$ cat src/rtl/tx_crc_append.sv
// ============================================================================
// tx_crc_append : LSB-first byte-to-bit serialiser that drives an external
//                 crc_a engine and appends its 16-bit result to the frame.
// Revision 1.0
// ============================================================================
`default_nettype none

module tx_crc_append #(
  parameter int CRC_LATENCY = 1
) (
  input  logic        clk,
  input  logic        rst_n,
  input  logic        in_valid,
  output logic        in_ready,
  input  logic [7:0]  in_data,
  input  logic        in_last,
  input  logic        in_crc,
  output logic        out_valid,
  input  logic        out_ready,
  output logic        out_data,
  output logic        out_last,
  output logic        out_err,
  output logic        crc_start,
  output logic        crc_sample,
  output logic        crc_data,
  input  logic [15:0] crc
);

  localparam logic [1:0] S_IDLE = 2'd0;
  localparam logic [1:0] S_DATA = 2'd1;
  localparam logic [1:0] S_WAIT = 2'd2;
  localparam logic [1:0] S_CRC  = 2'd3;

  localparam int          WW  = $clog2(CRC_LATENCY + 2);
  localparam logic [WW-1:0] LAT = WW'(CRC_LATENCY);

  logic [1:0]    state_q,    state_d;
  logic [7:0]    shreg_q,    shreg_d;
  logic [2:0]    bitcnt_q,   bitcnt_d;
  logic [15:0]   crcsh_q,    crcsh_d;
  logic [3:0]    crccnt_q,   crccnt_d;
  logic [WW-1:0] wait_q,     wait_d;
  logic          cur_last_q, cur_last_d;
  logic          cur_crc_q,  cur_crc_d;
  logic          buf_full_q, buf_full_d;
  logic [7:0]    buf_data_q, buf_data_d;
  logic          buf_last_q, buf_last_d;
  logic          buf_crc_q,  buf_crc_d;
  logic          start_q,    start_d;
  logic          sample_q,   sample_d;
  logic          sdata_q,    sdata_d;
  logic          err_q,      err_d;

  logic w_accept;
  logic w_in_data_st;
  logic w_in_crc_st;

  assign in_ready     = ~buf_full_q;
  assign w_accept     = in_valid & ~buf_full_q;
  assign w_in_data_st = (state_q == S_DATA);
  assign w_in_crc_st  = (state_q == S_CRC);

  // Outputs are gated by out_valid so idle cycles always present zeros.
  assign out_valid  = w_in_data_st | w_in_crc_st;
  assign out_data   = (w_in_data_st & shreg_q[0]) | (w_in_crc_st & crcsh_q[0]);
  assign out_last   = (w_in_data_st & cur_last_q & ~cur_crc_q & (bitcnt_q == 3'd7))
                    | (w_in_crc_st & (crccnt_q == 4'd15));
  assign out_err    = err_q;
  assign crc_start  = start_q;
  assign crc_sample = sample_q;
  assign crc_data   = sdata_q;

  always_comb begin
    state_d    = state_q;
    shreg_d    = shreg_q;
    bitcnt_d   = bitcnt_q;
    crcsh_d    = crcsh_q;
    crccnt_d   = crccnt_q;
    wait_d     = wait_q;
    cur_last_d = cur_last_q;
    cur_crc_d  = cur_crc_q;
    buf_full_d = buf_full_q;
    buf_data_d = buf_data_q;
    buf_last_d = buf_last_q;
    buf_crc_d  = buf_crc_q;
    start_d    = 1'b0;
    sample_d   = 1'b0;
    sdata_d    = 1'b0;
    err_d      = 1'b0;

    if (w_accept) begin
      buf_full_d = 1'b1;
      buf_data_d = in_data;
      buf_last_d = in_last;
      buf_crc_d  = in_crc;
    end

    case (state_q)
      S_IDLE: begin
        // A byte left in the buffer from the previous frame takes priority.
        if (buf_full_q) begin
          shreg_d    = buf_data_q;
          cur_last_d = buf_last_q;
          cur_crc_d  = buf_last_q & buf_crc_q;
          buf_full_d = 1'b0;
          bitcnt_d   = 3'd0;
          start_d    = 1'b1;
          state_d    = S_DATA;
        end else if (in_valid) begin
          shreg_d    = in_data;
          cur_last_d = in_last;
          cur_crc_d  = in_last & in_crc;
          buf_full_d = 1'b0;
          bitcnt_d   = 3'd0;
          start_d    = 1'b1;
          state_d    = S_DATA;
        end
      end
      S_DATA: begin
        if (out_ready) begin
          sample_d = 1'b1;
          sdata_d  = shreg_q[0];
          shreg_d  = {1'b0, shreg_q[7:1]};
          bitcnt_d = bitcnt_q + 3'd1;
          if (bitcnt_q == 3'd7) begin
            if (cur_last_q) begin
              wait_d  = '0;
              state_d = cur_crc_q ? S_WAIT : S_IDLE;
            end else if (buf_full_q) begin
              shreg_d    = buf_data_q;
              cur_last_d = buf_last_q;
              cur_crc_d  = buf_last_q & buf_crc_q;
              buf_full_d = 1'b0;
            end else begin
              err_d   = 1'b1;
              state_d = S_IDLE;
            end
          end
        end
      end
      S_WAIT: begin
        // Counting starts in the cycle the final crc_sample is issued.
        if (wait_q == LAT) begin
          crcsh_d  = crc;
          crccnt_d = 4'd0;
          state_d  = S_CRC;
        end else begin
          wait_d = wait_q + WW'(1);
        end
      end
      default: begin
        if (out_ready) begin
          crcsh_d  = {1'b0, crcsh_q[15:1]};
          crccnt_d = crccnt_q + 4'd1;
          if (crccnt_q == 4'd15) begin
            state_d = S_IDLE;
          end
        end
      end
    endcase
  end

  always_ff @(posedge clk) begin
    if (!rst_n) begin
      state_q    <= S_IDLE;
      shreg_q    <= 8'd0;
      bitcnt_q   <= 3'd0;
      crcsh_q    <= 16'd0;
      crccnt_q   <= 4'd0;
      wait_q     <= '0;
      cur_last_q <= 1'b0;
      cur_crc_q  <= 1'b0;
      buf_full_q <= 1'b0;
      buf_data_q <= 8'd0;
      buf_last_q <= 1'b0;
      buf_crc_q  <= 1'b0;
      start_q    <= 1'b0;
      sample_q   <= 1'b0;
      sdata_q    <= 1'b0;
      err_q      <= 1'b0;
    end else begin
      state_q    <= state_d;
      shreg_q    <= shreg_d;
      bitcnt_q   <= bitcnt_d;
      crcsh_q    <= crcsh_d;
      crccnt_q   <= crccnt_d;
      wait_q     <= wait_d;
      cur_last_q <= cur_last_d;
      cur_crc_q  <= cur_crc_d;
      buf_full_q <= buf_full_d;
      buf_data_q <= buf_data_d;
      buf_last_q <= buf_last_d;
      buf_crc_q  <= buf_crc_d;
      start_q    <= start_d;
      sample_q   <= sample_d;
      sdata_q    <= sdata_d;
      err_q      <= err_d;
    end
  end

endmodule

`default_nettype wire

$ cat config.mk
export PLATFORM = sky130hd
export DESIGN_NAME = tx_crc_append
export DESIGN_NICKNAME = d
export VERILOG_FILES = /design/src/rtl/tx_crc_append.sv
export SDC_FILE = /design/constraint.sdc
export NUM_CORES = 1
export LEC_CHECK = 0
export CAP_MARGIN = 20
export CORE_MARGIN = 5
export CORE_UTILIZATION = 33
export CTS_CLUSTER_DIAMETER = 30
export DETAILED_ROUTE_END_ITERATION = 8
export HOLD_SLACK_MARGIN = 0.03
export SLEW_MARGIN = 20
export SYNTH_ARGS = -nofsm -noshare
export SYNTH_HDL_FRONTEND = slang
export SYNTH_SLANG_ARGS = --single-unit
export TNS_END_PERCENT = 20
$ cat constraint.sdc
create_clock -name clk -period 2.1 [get_ports clk]
set_input_delay 0.42 -clock clk [delete_from_list [all_inputs] [get_ports clk]]
set_output_delay 0.42 -clock clk [all_outputs]
set_load 0.01 [all_outputs]
==> metrics.cfg <==
[die]
initial_core_util = 0.334
core_um2 = 8130
die_x_um = 101
die-height_um = 101
die_area_um2 = 10200
ios = 38
std_cell_rows = 33

[detailed_routing]
ant_nets = 0
drc = 0
first_pass_iters = 4
drtIter0Drc = 83
via_per_inst = 5.03
vias = 2232
wire_per_inst_um = 13.3
wl_mm = 5.91

[grt]
grt_pass1_vias = 2144
overflow = 0
grt_first_pass_wirelength_mm = 10.1
grt_start_max_net_pins = 33
track_usage = 0.121
antenna_found_initial = 0

[timing]
post-route-period-util = 0.983
slew_headroom = 0.741
min_period_ns = 2.06
rsz0062_at_grt = true
maxSlewViolCount = 0
fin_worst_skew_ns = 0.00550
worst_slew_pin_slew_ns = 0.387
fmax_ghz = 0.485
hold_viol = 0
setup_viol = 0
hold_slack_ns = 0.457

[run]
drv_cap = 0

[pwr]
power_switching_w = 0.000669
p_int_w = 0.00158
p_comb_frac = 0.253
cellLeakagePower_nw = 1.40
p_sw_frac = 0.298
peakVddDrop_mv = 0.282
seqPwrFrac = 0.500
power_density_nw_per_um2 = 676
clkPwrFrac = 0.247

[clocking]
cts_hold_buf = 0
clk_latency_ns = 0.30
cts_inserted_buffers = 5
cts_root_buf = clkbuf_8
cts_tree = built
clk_pin_slew_worst_paths_ns = 0.09
htree_levels = 2
clock-sinks = 52
clock_path_buffers = 2

[yosys]
yosysWarnings = 0
synthSimpleGateAreaFrac = 0.194
syn_area_per_cell_um2 = 9.19
synth_compound_area_frac = 0.205
synth.area.mux_share = 0.125
synth_xor_area_frac = 0.00644
synth_seq_cells = 52
synthCells = 296
synth_area_leaders = dfxtp_1 38%, mux2i_1 9.2%, nand2_1 8.4%
netlist-cell-type-count = 43
synth.largest_area_cell = dfxtp_1
synthFlopType = dfxtp_1
syn_nets = 331
synth_area_um2 = 2720
synth_top_family_by_area = compound AO/OA/AOI/OAI gates
synth_most_common_cell = nand2_1
synth_top_area_frac = 0.383
yosysSeqAreaShare = 0.383
async_flop_share = 0
netlist_top_cells_count = 61 x nand2_1, 52 x dfxtp_1, 25 x mux2i_1
synth_edf_count = 0
synthAdderAreaFrac = 0.0230

[layout]
n_antenna_cell = 0
final_nets = 374
area_growth_pct = 22.1
num-fill-cells = 820
fin_area_um2 = 3320
drive_above_1_share = 0.147

[worst_setup_path]
critPathArrivalTime_ns = 2.27
required_ns = 2.31
start_kind = flip-flop
endpoint_kind = flip-flop
path_max_fanout = 3
worstSetupPathType = reg -> reg

[placed_design]
hpwl_mm = 4.11
portBuffers = 37
place_congestion = 0.818
placed_area_um2 = 3190

[status]
status = finished, final reports clean

[hold_path]
hold_path.class = reg -> reg

## timing repair
| item | CTS | global route |
|---|---|---|
| setup buffers | 6 | 0 |
| pin swaps | 0 | 1 |
| endpoints found under the setup margin | 1 | 4 |
| resized for setup | 4 | 4 |
| cloned | 0 | 0 |
## final timing paths
check / depth (start not counted) / slack [ns] / startpoint / end
max: 12 / 0.04 / bitcnt_q[0] / wait_q[1]
min: 2 / 0.46 / shreg_q[2] / shreg_q[2]
max reg2reg: 12 / 0.04 / bitcnt_q[0] / wait_q[1]
min reg2reg: 2 / 0.46 / shreg_q[2] / shreg_q[2]
## per-stage QoR
stage	power [W]	setup TNS [ns]	utilization	setup slack, ns	cells
2_1_floorplan	0.00154	0	-	0.537	296
3_3_place_gp	0.00171	0	0.393	0.0745	431
3_5_place_dp	0.00171	0	0.393	0.0330	431
4_1_cts	0.00228	0	0.408	0.0196	444
5_1_grt	0.00239	-0.115	0.408	-0.0724	444
6_report	0.00225	0	0.408	0.0367	444
## final cells by class
cell class              instances  area, um2  area share
multi-input cells             215       1510       0.455
clock buffers                   5       68.8      0.0207
flip-flops and latches         52       1040       0.315
clock inverters                 2       12.5     0.00377
well taps                     105        131      0.0396
inverters                       6       22.5     0.00678
repair buffers                 59        531       0.160
## routing by layer
| metal | global-route usage | vias to the layer above | share of wire |
|---|---|---|---|
| li1 | - | 1128 | - |
| met4 | 0.0539 | 0 | 0.027 |
| met3 | 0.0215 | 15 | 0.035 |
| met5 | 0 | - | 0 |
| met1 | 0.160 | 1045 | 0.48 |
| met2 | 0.191 | 44 | 0.45 |
## cells in the final DEF, fill, tap and decap left out, types with 2 or more instances in the layout
master           count
a21boi_0            11
a21boi_1            10
a21oi_1              7
a22oi_1              2
and2_1               2
and3_1               2
buf_4               22
clkbuf_8             5
clkdlybuf4s50_1     36
dfxtp_1             49
dfxtp_2              3
ha_1                 4
inv_1                6
mux2_2               8
mux2i_1             25
nand2_1             61
nand2b_1             3
nand3_1              8
nand3b_1             2
nor2_1               3
nor2b_1              9
nor2b_2              2
nor3_1               2
nor3_4               2
nor3b_1              2
o211a_1             17
o211ai_1             9
o21ai_0              4
o22a_1               2
or3_1                2
xor2_1               2
## power groups by stage
stage	Combinational, W	Clock [W]	Sequential (W)
2_1_floorplan	0.000419	0	0.00112
3_3_place_gp	0.000562	0	0.00114
3_5_place_dp	0.000569	0	0.00115
4_1_cts	0.000570	0.000583	0.00112
5_1_grt	0.000636	0.000621	0.00113
6_report	0.000568	0.000554	0.00112
## worst max-delay path, cell delays in order (launching register included)
cell      delay [ns]
dfxtp_2         0.35
ha_2            0.18
ha_1            0.16
nand3b_1        0.11
buf_4           0.15
buf_4           0.12
buf_4           0.12
buf_4           0.12
buf_4           0.12
buf_4           0.12
o22a_1          0.21
a21oi_1         0.14
nor2b_1         0.06
## sequential cells by signal, summed over array words and instances, names as in the netlist, 2 cells and up
| name | flops |
|---|---|
| wait_q | 2 |
| buf_data_q | 8 |
| crccnt_q | 4 |
| state_q | 2 |
| crcsh_q | 16 |
| bitcnt_q | 3 |
| shreg_q | 8 |
## cells by family (layout without fill, tap and decap cells)
family                     Yosys count  in the layout
AOI/OAI and AO/OA                   70             70
xor gates and xnor gates             2              2
adders and majority gates            5              5
buffers and inverters               29             72
DFF                                 52             52
muxes                               33             33
and+or+nand+nor                    105            105
No activity file was read; power rests on OpenSTA's default activity.
